`config.mk`:
```
export PLATFORM = sky130hd
export DESIGN_NAME = i2s_tx_flat
export DESIGN_NICKNAME = d
export VERILOG_FILES = /design/src/rtl/i2s_tx_if.sv /design/src/rtl/i2s_tx.sv /design/src/flat_wrapper.sv
export SDC_FILE = /design/constraint.sdc
export NUM_CORES = 1
export LEC_CHECK = 0
export ABC_AREA = 1
export CORE_MARGIN = 4
export CORE_UTILIZATION = 50
export CTS_BUF_LIST = sky130_fd_sc_hd__clkbuf_4
export CTS_CLUSTER_DIAMETER = 30
export DETAILED_ROUTE_END_ITERATION = 6
export DONT_BUFFER_PORTS = 1
export PLACE_DENSITY_LB_ADDON = 0.08
export SYNTH_ARGS = -nofsm -noshare
export SYNTH_HDL_FRONTEND = slang
export SYNTH_SLANG_ARGS = --single-unit
```
`constraint.sdc`:
```
create_clock -name clk -period 3.6 [get_ports clk]
set_input_delay 0.9 -clock clk [delete_from_list [all_inputs] [get_ports clk]]
set_output_delay 0.9 -clock clk [all_outputs]
set_load 0.1 [all_outputs]
```
`src/rtl/i2s_tx_if.sv`:
```
//------------------------------------------------------------------------------
// Module      : i2s_tx_if
// Description : Sample stream from the synthesizer into the I2S transmitter.
// Revision    : 1.0 - initial release
//------------------------------------------------------------------------------
`default_nettype none

interface i2s_tx_if #(
    parameter int DATA_WIDTH = 16
) ();
    logic signed [DATA_WIDTH-1:0] sample_in;
    logic                         sample_valid;
    logic                         sample_ready;

    modport master (
        output sample_in,
        output sample_valid,
        input  sample_ready
    );

    modport slave (
        input  sample_in,
        input  sample_valid,
        output sample_ready
    );
endinterface

`default_nettype wire

```
`src/rtl/i2s_tx.sv`:
```
//------------------------------------------------------------------------------
// Module      : i2s_tx
// Description : FIFO-buffered I2S transmitter; mono sample sent on both slots.
//               Define I2S_TX_HOLD_LAST_EN to repeat the last word on underrun.
// Revision    : 1.0 - initial release
//------------------------------------------------------------------------------
`default_nettype none

module i2s_tx #(
    parameter int DATA_WIDTH = 16,
    parameter int FIFO_DEPTH = 8,
    parameter int CLK_DIV    = 4
) (
    input  wire logic                          clk,
    input  wire logic                          rst,
    input  wire logic                          enable,
    input  wire logic                          clear_flags,
    i2s_tx_if.slave                            smp,
    output      logic [$clog2(FIFO_DEPTH):0]   fifo_level,
    output      logic                          overflow,
    output      logic                          underrun,
    output      logic                          i2s_bclk,
    output      logic                          i2s_lrclk,
    output      logic                          i2s_sdata
);

    localparam int c_ADDR_W = $clog2(FIFO_DEPTH);
    localparam int c_LVL_W  = c_ADDR_W + 1;
    localparam int c_DIV_W  = (CLK_DIV > 1) ? $clog2(CLK_DIV) : 1;
    localparam int c_BIT_W  = $clog2(2 * DATA_WIDTH);
    localparam int c_IDX_W  = (DATA_WIDTH > 1) ? $clog2(DATA_WIDTH) : 1;

    localparam logic [c_BIT_W-1:0] c_LAST_BIT = c_BIT_W'(2 * DATA_WIDTH - 1);
    localparam logic [c_BIT_W-1:0] c_SLOT     = c_BIT_W'(DATA_WIDTH);
    localparam logic [c_DIV_W-1:0] c_DIV_TOP  = c_DIV_W'(CLK_DIV - 1);
    localparam logic [c_LVL_W-1:0] c_FULL_LVL = c_LVL_W'(FIFO_DEPTH);

    logic [DATA_WIDTH-1:0] r_mem [FIFO_DEPTH];
    logic [c_ADDR_W-1:0]   r_wr_ptr;
    logic [c_ADDR_W-1:0]   r_rd_ptr;
    logic [c_LVL_W-1:0]    r_level;

    logic                  r_run;
    logic [c_DIV_W-1:0]    r_div_cnt;
    logic [c_BIT_W-1:0]    r_bit_cnt;
    logic [DATA_WIDTH-1:0] r_word;
    logic                  r_bclk;
    logic                  r_lrclk;
    logic                  r_sdata;
    logic                  r_overflow;
    logic                  r_underrun;

    logic                  w_full;
    logic                  w_empty;
    logic                  w_active;
    logic                  w_wrap;
    logic                  w_fall;
    logic                  w_frame_end;
    logic                  w_pop_req;
    logic                  w_pop;
    logic                  w_push;
    logic                  w_drop;
    logic                  w_starve;
    logic [c_BIT_W-1:0]    w_next_bit;
    logic [c_BIT_W-1:0]    w_off;
    logic [c_IDX_W-1:0]    w_idx;
    logic                  w_bit;
    logic [DATA_WIDTH-1:0] w_pop_word;

    assign w_full      = (r_level == c_FULL_LVL);
    assign w_empty     = (r_level == '0);
    // r_run delays the start by one cycle so BCLK first rises CLK_DIV edges
    // after enable is sampled; dropping enable still acts on the next edge.
    assign w_active    = enable && r_run;
    assign w_wrap      = w_active && (r_div_cnt == c_DIV_TOP);
    assign w_fall      = w_wrap && r_bclk;
    assign w_frame_end = (r_bit_cnt == c_LAST_BIT);
    assign w_pop_req   = w_fall && w_frame_end;
    assign w_pop       = w_pop_req && !w_empty;
    assign w_starve    = w_pop_req && w_empty;
    assign w_push      = smp.sample_valid && (!w_full || w_pop);
    assign w_drop      = smp.sample_valid && w_full && !w_pop;
    assign w_next_bit  = r_bit_cnt + c_BIT_W'(1);

    // The bit shown after a fall is selected by the pre-increment count,
    // folded onto a single slot since both slots carry the same word.
    always_comb begin
        w_off = (r_bit_cnt >= c_SLOT) ? (r_bit_cnt - c_SLOT) : r_bit_cnt;
        w_idx = c_IDX_W'(c_SLOT - c_BIT_W'(1) - w_off);
        w_bit = r_word[w_idx];
    end

    always_comb begin
        if (!w_empty) begin
            w_pop_word = r_mem[r_rd_ptr];
        end else begin
`ifdef I2S_TX_HOLD_LAST_EN
            w_pop_word = r_word;
`else
            w_pop_word = '0;
`endif
        end
    end

    always_ff @(posedge clk) begin
        if (w_push) begin
            r_mem[r_wr_ptr] <= smp.sample_in;
        end
    end

    always_ff @(posedge clk or posedge rst) begin
        if (rst) begin
            r_wr_ptr <= '0;
            r_rd_ptr <= '0;
            r_level  <= '0;
        end else begin
            if (w_push) begin
                r_wr_ptr <= r_wr_ptr + c_ADDR_W'(1);
            end
            if (w_pop) begin
                r_rd_ptr <= r_rd_ptr + c_ADDR_W'(1);
            end
            if (w_push && !w_pop) begin
                r_level <= r_level + c_LVL_W'(1);
            end else if (w_pop && !w_push) begin
                r_level <= r_level - c_LVL_W'(1);
            end
        end
    end

    always_ff @(posedge clk or posedge rst) begin
        if (rst) begin
            r_run     <= 1'b0;
            r_div_cnt <= '0;
            r_bit_cnt <= c_LAST_BIT;
            r_word    <= '0;
            r_bclk    <= 1'b0;
            r_lrclk   <= 1'b0;
            r_sdata   <= 1'b0;
        end else begin
            r_run <= enable;
            if (!enable) begin
                r_div_cnt <= '0;
                r_bit_cnt <= c_LAST_BIT;
                r_word    <= '0;
                r_bclk    <= 1'b0;
                r_lrclk   <= 1'b0;
                r_sdata   <= 1'b0;
            end else if (r_run) begin
                if (w_wrap) begin
                    r_div_cnt <= '0;
                    r_bclk    <= ~r_bclk;
                end else begin
                    r_div_cnt <= r_div_cnt + c_DIV_W'(1);
                end
                if (w_fall) begin
                    if (w_frame_end) begin
                        // Right-slot LSB of the outgoing word lands in slot 0.
                        r_bit_cnt <= '0;
                        r_word    <= w_pop_word;
                        r_sdata   <= r_word[0];
                        r_lrclk   <= 1'b0;
                    end else begin
                        r_bit_cnt <= w_next_bit;
                        r_sdata   <= w_bit;
                        r_lrclk   <= (w_next_bit >= c_SLOT);
                    end
                end
            end
        end
    end

    always_ff @(posedge clk or posedge rst) begin
        if (rst) begin
            r_overflow <= 1'b0;
            r_underrun <= 1'b0;
        end else begin
            if (w_drop) begin
                r_overflow <= 1'b1;
            end else if (clear_flags) begin
                r_overflow <= 1'b0;
            end
            if (w_starve) begin
                r_underrun <= 1'b1;
            end else if (clear_flags) begin
                r_underrun <= 1'b0;
            end
        end
    end

    assign smp.sample_ready = !w_full;
    assign fifo_level       = r_level;
    assign overflow         = r_overflow;
    assign underrun         = r_underrun;
    assign i2s_bclk         = r_bclk;
    assign i2s_lrclk        = r_lrclk;
    assign i2s_sdata        = r_sdata;

endmodule

`default_nettype wire

```
`src/flat_wrapper.sv`:
```
// flat-port wrapper written by rule: the top's interface ports become plain ports
module i2s_tx_flat 
#(
    parameter int DATA_WIDTH = 16,
    parameter int FIFO_DEPTH = 8,
    parameter int CLK_DIV    = 4
)
  (clk, rst, enable, clear_flags, fifo_level, overflow, underrun, i2s_bclk, i2s_lrclk, i2s_sdata, smp_sample_in, smp_sample_valid, smp_sample_ready);
  i2s_tx_if #(.DATA_WIDTH(DATA_WIDTH)) smp_i ();
  input  wire logic clk;
  input  wire logic rst;
  input  wire logic enable;
  input  wire logic clear_flags;
  output      logic [$clog2(FIFO_DEPTH):0] fifo_level;
  output      logic overflow;
  output      logic underrun;
  output      logic i2s_bclk;
  output      logic i2s_lrclk;
  output      logic i2s_sdata;
  input wire logic [$bits(smp_i.sample_in)-1:0] smp_sample_in;
  input wire logic [$bits(smp_i.sample_valid)-1:0] smp_sample_valid;
  output wire logic [$bits(smp_i.sample_ready)-1:0] smp_sample_ready;
  assign smp_i.sample_in = smp_sample_in;
  assign smp_i.sample_valid = smp_sample_valid;
  assign smp_sample_ready = smp_i.sample_ready;
  i2s_tx #(.DATA_WIDTH(DATA_WIDTH), .FIFO_DEPTH(FIFO_DEPTH), .CLK_DIV(CLK_DIV)) u_core (.clk(clk), .rst(rst), .enable(enable), .clear_flags(clear_flags), .smp(smp_i), .fifo_level(fifo_level), .overflow(overflow), .underrun(underrun), .i2s_bclk(i2s_bclk), .i2s_lrclk(i2s_lrclk), .i2s_sdata(i2s_sdata));
endmodule
```
==> flow_metrics.py, run 1 <==
metrics = {
    "status": {
        "status": "finished clean",
    },
    "setup_path": {
        "cp.required_ns": 4.06,
        "endpoint": "u_core.fifo_level[3]$_DFFE_PP0P_",
        "crit_arrival_ns": 3.41,
        "cp-end-kind": "flop",
        "r2r_setup_slack_ns": 0.65,
        "slowest_delay_ns": 0.68,
        "crit_family": "adder cells",
        "timing.rr.end": "u_core.fifo_level[3]$_DFFE_PP0P_",
        "crit_top_cell": "ha_1",
        "critical_path.max_fanout": 13,
        "cp_num_buf_inv": 2,
        "reg2regPathDepth": 16,
        "crit_type": "reg -> reg",
        "path_cells": "ha_1, nand2_1, nor2_1, ha_1, nand2_4, nand2_2, nand2_4, inv_6, ha_1, inv_1, ha_1, a21oi_1, nand2_1, a21oi_1, o21ai_0, xor2_1",
        "crit_path_start": "u_core.r_bit_cnt[0]$_DFFE_PP1P_",
        "timing.rr.start": "u_core.r_bit_cnt[0]$_DFFE_PP1P_",
        "cp.depth": 16,
        "cp_slowest_cell": "dfstp_2",
        "worstSetupStartpointType": "flop",
    },
    "routing": {
        "vias": 4355,
        "first_pass_iters": 4,
        "drt-wirelength-per-cell_um": 17.9,
        "vias_per_cell": 5.41,
        "ant_nets": 0,
        "drcViolationCount": 0,
        "drtIter0Drc": 353,
        "drt_wl_total_um": 14400,
    },
    "power_and_ir_drop": {
        "p_leak_nw": 2.82,
        "peakVddDrop_mv": 0.349,
        "power.density_nw_per_um2": 597,
    },
    "placement": {
        "portBuffers": 0,
        "place_hpwl_um": 9020,
        "gp_congestion": 0.817,
    },
    "clocking": {
        "cts_made_buffers": 17,
        "holdBufCountCts": 0,
        "post_cts_buffers": 0,
        "post_cts_resized": 0,
        "clkLatencyLatePin_ns": 0.58,
        "cts.clk_slew.worst_paths_ns": 0.14,
        "cts-htree-levels": 4,
        "cts-root-buf": "clkbuf_4",
        "tritoncts": "done",
        "clockBufferDepth": 2,
        "cts.sinks": 167,
    },
    "synth": {
        "yosysSeqAreaShare_pct": 69.0,
        "synth_cells": 593,
        "synth_top_area_share_pct": 55.0,
        "synth_largest_area_cell": "edfxtp_1",
        "ys_types": 37,
        "synth-edff-count": 128,
        "synthTopCellsByArea": "edfxtp_1, dfrtp_1, o21ai_0",
        "syn-cell-area_sq_um": 6990,
        "ys_top_cells_by_count": "edfxtp_1, nand2_1, nor2_1, o21ai_0, inv_1",
        "synth-seq-cells": 167,
        "async_reset_ff_share_pct": 23.4,
        "post-synth-top-count-cell": "edfxtp_1",
        "syn_nets": 623,
        "avgSynthCellArea_sq_um": 11.8,
        "synth-main-ff-cell": "edfxtp_1",
        "yosysWarnings": 0,
    },
    "timing": {
        "grt_setup_unrepaired": "false",
        "whs_ns": 0.312,
        "max_freq_mhz": 338,
        "setup_viol": 0,
        "worstMarginPinSlew_ns": 1.11,
        "fin_crit_sh_pct": 82.1,
        "relSlewSlack_pct": 26.1,
        "skew_ns": 0.0235,
        "timing.final.hold_violations": 0,
        "fin_setup_tns_ns": 0,
        "slew_violations": 0,
        "layout_min_cycle_time_ns": 2.95,
    },
    "layout": {
        "final_nets": 646,
        "multi_input_area_sq_um": 1850,
        "area_delta_synth_final_pct": 8.21,
        "drive_above_1_share_pct": 15.6,
        "antennaDiodeCount": 0,
        "regArea_sq_um": 4830,
        "fillerInstances": 1179,
    },
    "global_route": {
        "grt_overflow_total": 0,
        "antenna_found_initial": 0,
        "grt_pass1_wl_um": 23100,
        "grt_pass1_vias": 4276,
        "grt_use_total_pct": 19.1,
        "grt_max_degree": 66,
    },
    "die": {
        "die_width_um": 126,
        "initial_core_util_pct": 52.0,
        "dieHeight_um": 126,
        "die_area_sq_um": 15900,
        "rows": 42,
        "core-area_sq_um": 13500,
        "io_pins": 31,
    },
    "worst_hold_path": {
        "hold_class": "in -> async",
    },
    "job": {
        "drv_cap": 0,
    },
}
## state kept, by name, indices dropped and copies added (netlist names)
signal,cells
u_core.r_bit_cnt,5
u_core.overflow,1
u_core.i2s_lrclk,1
u_core.r_word,16
u_core.underrun,1
u_core.i2s_sdata,1
u_core.i2s_bclk,1
u_core.fifo_level,4
u_core.r_wr_ptr,3
u_core.r_div_cnt,2
u_core.r_rd_ptr,3
u_core.r_run,1
u_core.r_mem,128
## kinds of logic (layout without fill, tap and decap cells)
group	after synthesis	count (layout)	share of synthesized area, %
simple gates	205	205	12.5
flops	167	167	69.0
compound gates	136	136	10.8
buf+inv	68	104	4.89
fa+ha+maj	9	9	1.72
xor+xnor	7	7	0.877
mux	1	1	0.161
## worst reg2reg max path, cell delays in order (launching register included)
cell     delay, ns
dfstp_2       0.68
ha_1          0.20
nand2_1       0.07
nor2_1        0.11
ha_1          0.28
nand2_4       0.09
nand2_2       0.08
nand2_4       0.09
inv_6         0.09
ha_1          0.14
inv_1         0.09
ha_1          0.33
a21oi_1       0.13
nand2_1       0.08
a21oi_1       0.12
o21ai_0       0.11
xor2_1        0.15
## routing by layer
| layer | global-route usage [%] | up-vias | share of wire (%) |
|---|---|---|---|
| li1 | - | 2124 | - |
| met1 | 25.0 | 2147 | 45 |
| met3 | 4.61 | 16 | 3.7 |
| met2 | 31.5 | 68 | 50 |
| met4 | 6.31 | 0 | 1.4 |
| met5 | 0 | - | 0 |
## layout make-up
cell class | count | area share [%]
Multi-Input combinational cell | 358 | 24.4
Clock inverter | 14 | 1.87
Timing Repair Buffer | 30 | 2.98
Sequential cell | 167 | 63.8
Tap cell | 176 | 2.91
Clock buffer | 18 | 1.79
Inverter | 42 | 2.22
## power by group
group | leakage (nW) | total [mW] | internal, mW | switching (mW)
Combinational | 1.02 | 1.01 | 0.281 | 0.726
Sequential | 1.65 | 2.45 | 2.36 | 0.0969
Clock | 0.143 | 1.05 | 0.367 | 0.686
## worst min-delay path by stage
stage | from | endpoint | slack [ns]
after global routing | enable | u_core.r_run$_DFF_PP0_ | 0.30
after global placement | u_core.r_div_cnt[0]$_DFFE_PP0N_ | u_core.r_div_cnt[0]$_DFFE_PP0N_ | 0.46
after CTS | rst | u_core.i2s_sdata$_DFFE_PP0P_ | 0.30
after floorplan | u_core.r_div_cnt[0]$_DFFE_PP0N_ | u_core.r_div_cnt[0]$_DFFE_PP0N_ | 0.45
after detailed placement | u_core.r_div_cnt[0]$_DFFE_PP0N_ | u_core.r_div_cnt[0]$_DFFE_PP0N_ | 0.48
final | rst | u_core.i2s_sdata$_DFFE_PP0P_ | 0.31
## placed cells by master, fill, tap and decap left out, drive strengths merged
| master | count |
|---|---|
| ha | 8 |
| nand3 | 22 |
| or2 | 1 |
| a31oi | 1 |
| edfxtp | 128 |
| nor3 | 4 |
| xnor2 | 2 |
| dfstp | 5 |
| dfrtp | 34 |
| nand3b | 1 |
| o21ai | 91 |
| fa | 1 |
| clkbuf | 18 |
| buf | 30 |
| nand2 | 103 |
| xor2 | 5 |
| nor2 | 74 |
| o22ai | 33 |
| clkinv | 7 |
| inv | 45 |
| a21oi | 11 |
| bufinv | 1 |
| clkinvlp | 3 |
| mux2 | 1 |
## through the flow
step           std cells  utilization, %  area, sq um  total power [mW]  worst slack, ns
3_5_place_dp         773            54.2         7290              3.51            0.686
2_1_floorplan        593               -         7000              3.20            0.129
3_3_place_gp         773            54.2         7290              3.50            0.734
4_1_cts              805            56.2         7570              4.55            0.658
6_report             805            56.2         7570              4.51            0.646
5_1_grt              805            56.2         7570              4.75            0.376
Note: power is estimated with default switching activity, not from simulation.
==> inputs of run 2 (changes only) <==
Clock period 3.6 ns to 2.8 ns, I/O delays scaled along.
==> run 2 against run 1 <==
Effect of this change:
- critical path depth unchanged
- global-route usage is 0.42 points higher
- maximum frequency up 9.9%
- design area rose by 1.4%
==> flow_metrics.py, run 2 (synthesis results as in run 1) <==
metrics = {
    "layout": {
        "final_area_sq_um": 7670,
        "antennaDiodeCount": 0,
        "mostFrequentLayoutCells": "edfxtp_1, nand2_1, o21ai_0, nor2_1, inv_1",
        "reg_top3": "u_core.r_mem x128, u_core.r_word x16, u_core.r_bit_cnt x5",
        "drive_above_1_share_pct": 17.1,
        "final_nets": 644,
        "area_delta_synth_final_pct": 9.77,
        "final_util_pct": 57.0,
        "regMostFlops": "u_core.r_mem",
        "mostFrequentLayoutCell": "edfxtp_1",
        "largest_register_ffs": 128,
    },
    "clocking": {
        "holdBufCountCts": 0,
        "cts-htree-levels": 4,
        "cts_made_buffers": 17,
        "clkLatencyLatePin_ns": 0.56,
        "tritoncts": "done",
        "cts.clk_slew.worst_paths_ns": 0.13,
        "cts-root-buf": "clkbuf_4",
        "cts.sinks": 167,
        "clockBufferDepth": 2,
    },
    "timing": {
        "skew_ns": 0.0125,
        "timing.final.hold_violations": 0,
        "relSlewSlack_pct": 39.0,
        "layout_min_cycle_time_ns": 2.69,
        "worstMarginPinSlew_ns": 0.915,
        "fin_ws_ns": 0.111,
        "fin_crit_sh_pct": 96.0,
        "setup_viol": 0,
        "slew_violations": 0,
        "max_freq_mhz": 372,
    },
    "placement": {
        "pre_cts_slack_ns": 0.00142,
        "portBuffers": 0,
        "gp_congestion": 0.791,
        "place_hpwl_um": 8740,
        "dpl_cell_area_sq_um": 7330,
    },
    "die": {
        "die_area_sq_um": 15900,
        "io_pins": 31,
        "initial_core_util_pct": 52.0,
        "core-area_sq_um": 13500,
        "rows": 42,
        "die_width_um": 126,
        "dieHeight_um": 126,
    },
    "routing": {
        "vias_per_cell": 5.47,
        "first_pass_iters": 5,
        "drtIter0Drc": 369,
        "vias": 4395,
        "drcViolationCount": 0,
        "drt-wirelength-per-cell_um": 18.3,
        "ant_nets": 0,
        "drt_wl_total_um": 14700,
    },
    "global_route": {
        "grt_use_total_pct": 19.5,
        "antenna_found_initial": 0,
        "grt_pass1_wl_um": 23600,
        "grt_overflow_total": 0,
        "grt_max_degree": 66,
        "grt_pass1_vias": 4318,
    },
    "setup_path": {
        "r2r_setup_slack_ns": 0.11,
        "critical_path.max_fanout": 6,
        "reg2regPathDepth": 16,
        "cp_slowest_cell": "dfstp_2",
        "worstSetupStartpointType": "flop",
        "crit_type": "reg -> reg",
        "slowest_delay_ns": 0.56,
        "cp.required_ns": 3.24,
        "path_cells": "ha_1, nand2_1, nor2_2, ha_4, nand2_4, nand2_2, nand2_4, inv_6, ha_1, inv_2, ha_4, a21oi_1, nand2_1, a21oi_2, o21ai_0, xor2_1",
        "cp-end-kind": "flop",
        "crit_arrival_ns": 3.13,
        "timing.rr.start": "u_core.r_bit_cnt[0]$_DFFE_PP1P_",
        "timing.rr.end": "u_core.fifo_level[3]$_DFFE_PP0P_",
    },
    "job": {
        "drv_cap": 0,
    },
    "power_and_ir_drop": {
        "power.density_nw_per_um2": 779,
        "peakVddDrop_mv": 0.438,
        "p_leak_nw": 2.82,
        "finalPower_mw": 5.98,
    },
    "status": {
        "status": "finished clean",
    },
    "worst_hold_path": {
        "hold_class": "in -> async",
    },
}
-- run 2: cell count changes in the layout (fill, tap and decap cells not counted), sizes merged --
| cell | before | now |
|---|---|---|
| clkinv | 7 | 5 |
| buf | 30 | 28 |
| bufinv | 1 | 3 |
| clkinvlp | 3 | 6 |
| inv | 45 | 42 |
-- run 2: metal layers --
| metal | wire length [um] | track usage (%) | share of wire, % | up-vias |
|---|---|---|---|---|
| li1 | - | - | - | 2117 |
| met1 | 6350 | 26.0 | 43 | 2158 |
| met2 | 7330 | 31.9 | 50 | 97 |
| met3 | 774 | 4.61 | 5.3 | 23 |
| met4 | 251 | 6.25 | 1.7 | 0 |
| met5 | 0 | 0 | 0 | - |
-- run 2: metrics by stage --
| stage | hold WS (ns) | TNS [ns] | cells |
|---|---|---|---|
| after floorplan | 0.447 | 0 | 593 |
| after global placement | 0.457 | 0 | 770 |
| after detailed placement | 0.484 | 0 | 770 |
| after CTS | 0.105 | 0 | 802 |
| after global routing | 0.0913 | -0.0532 | 803 |
| final | 0.144 | 0 | 803 |
-- run 2: repair_timing --
item,4_1_cts,5_1_grt
pin swaps,0,1
setup buffers,0,1
resized for setup,1,5
endpoints found under the setup margin,1,1
-- run 2: cell type report --
cell class                      instances  area (sq um)
Fill cell                            1166          5780
Sequential cell                       167          4840
Multi-Input combinational cell        358          1890
Timing Repair Buffer                   28           248
Tap cell                              176           220
Clock inverter                         14           175
Inverter                               42           168
Clock buffer                           18           135
-- run 2: worst max path at each step --
stage                                  endpoint                        startpoint  slack, ns  cells past startpoint
2_1_floorplan  u_core.fifo_level[3]$_DFFE_PP0P_  u_core.fifo_level[0]$_DFFE_PP0P_       0.01                     14
3_3_place_gp   u_core.fifo_level[3]$_DFFE_PP0P_   u_core.r_bit_cnt[0]$_DFFE_PP1P_        0.1                     16
3_5_place_dp   u_core.fifo_level[3]$_DFFE_PP0P_   u_core.r_bit_cnt[0]$_DFFE_PP1P_      0.001                     16
4_1_cts        u_core.fifo_level[3]$_DFFE_PP0P_   u_core.r_bit_cnt[0]$_DFFE_PP1P_       0.02                     16
5_1_grt        u_core.fifo_level[3]$_DFFE_PP0P_   u_core.r_bit_cnt[0]$_DFFE_PP1P_      -0.05                     16
6_report       u_core.fifo_level[3]$_DFFE_PP0P_   u_core.r_bit_cnt[0]$_DFFE_PP1P_       0.11                     16
-- run 2: worst max-delay path: cells and delay by family, from the launching register on --
family                   cells  cell delay (ns)
AND/OR/NAND/NOR              6             0.57
AO/OA/AOI/OAI                3             0.40
buffers and inverters        2             0.17
adder cells (fa/ha/maj)      4             0.74
XOR/XNOR                     1             0.16
flip-flops                   1             0.56
-- run 2: power breakdown --
group	switching (mW)	total (mW)	internal [mW]
clock network	0.840	1.47	0.633
logic	0.946	1.32	0.372
registers	0.141	3.18	3.04
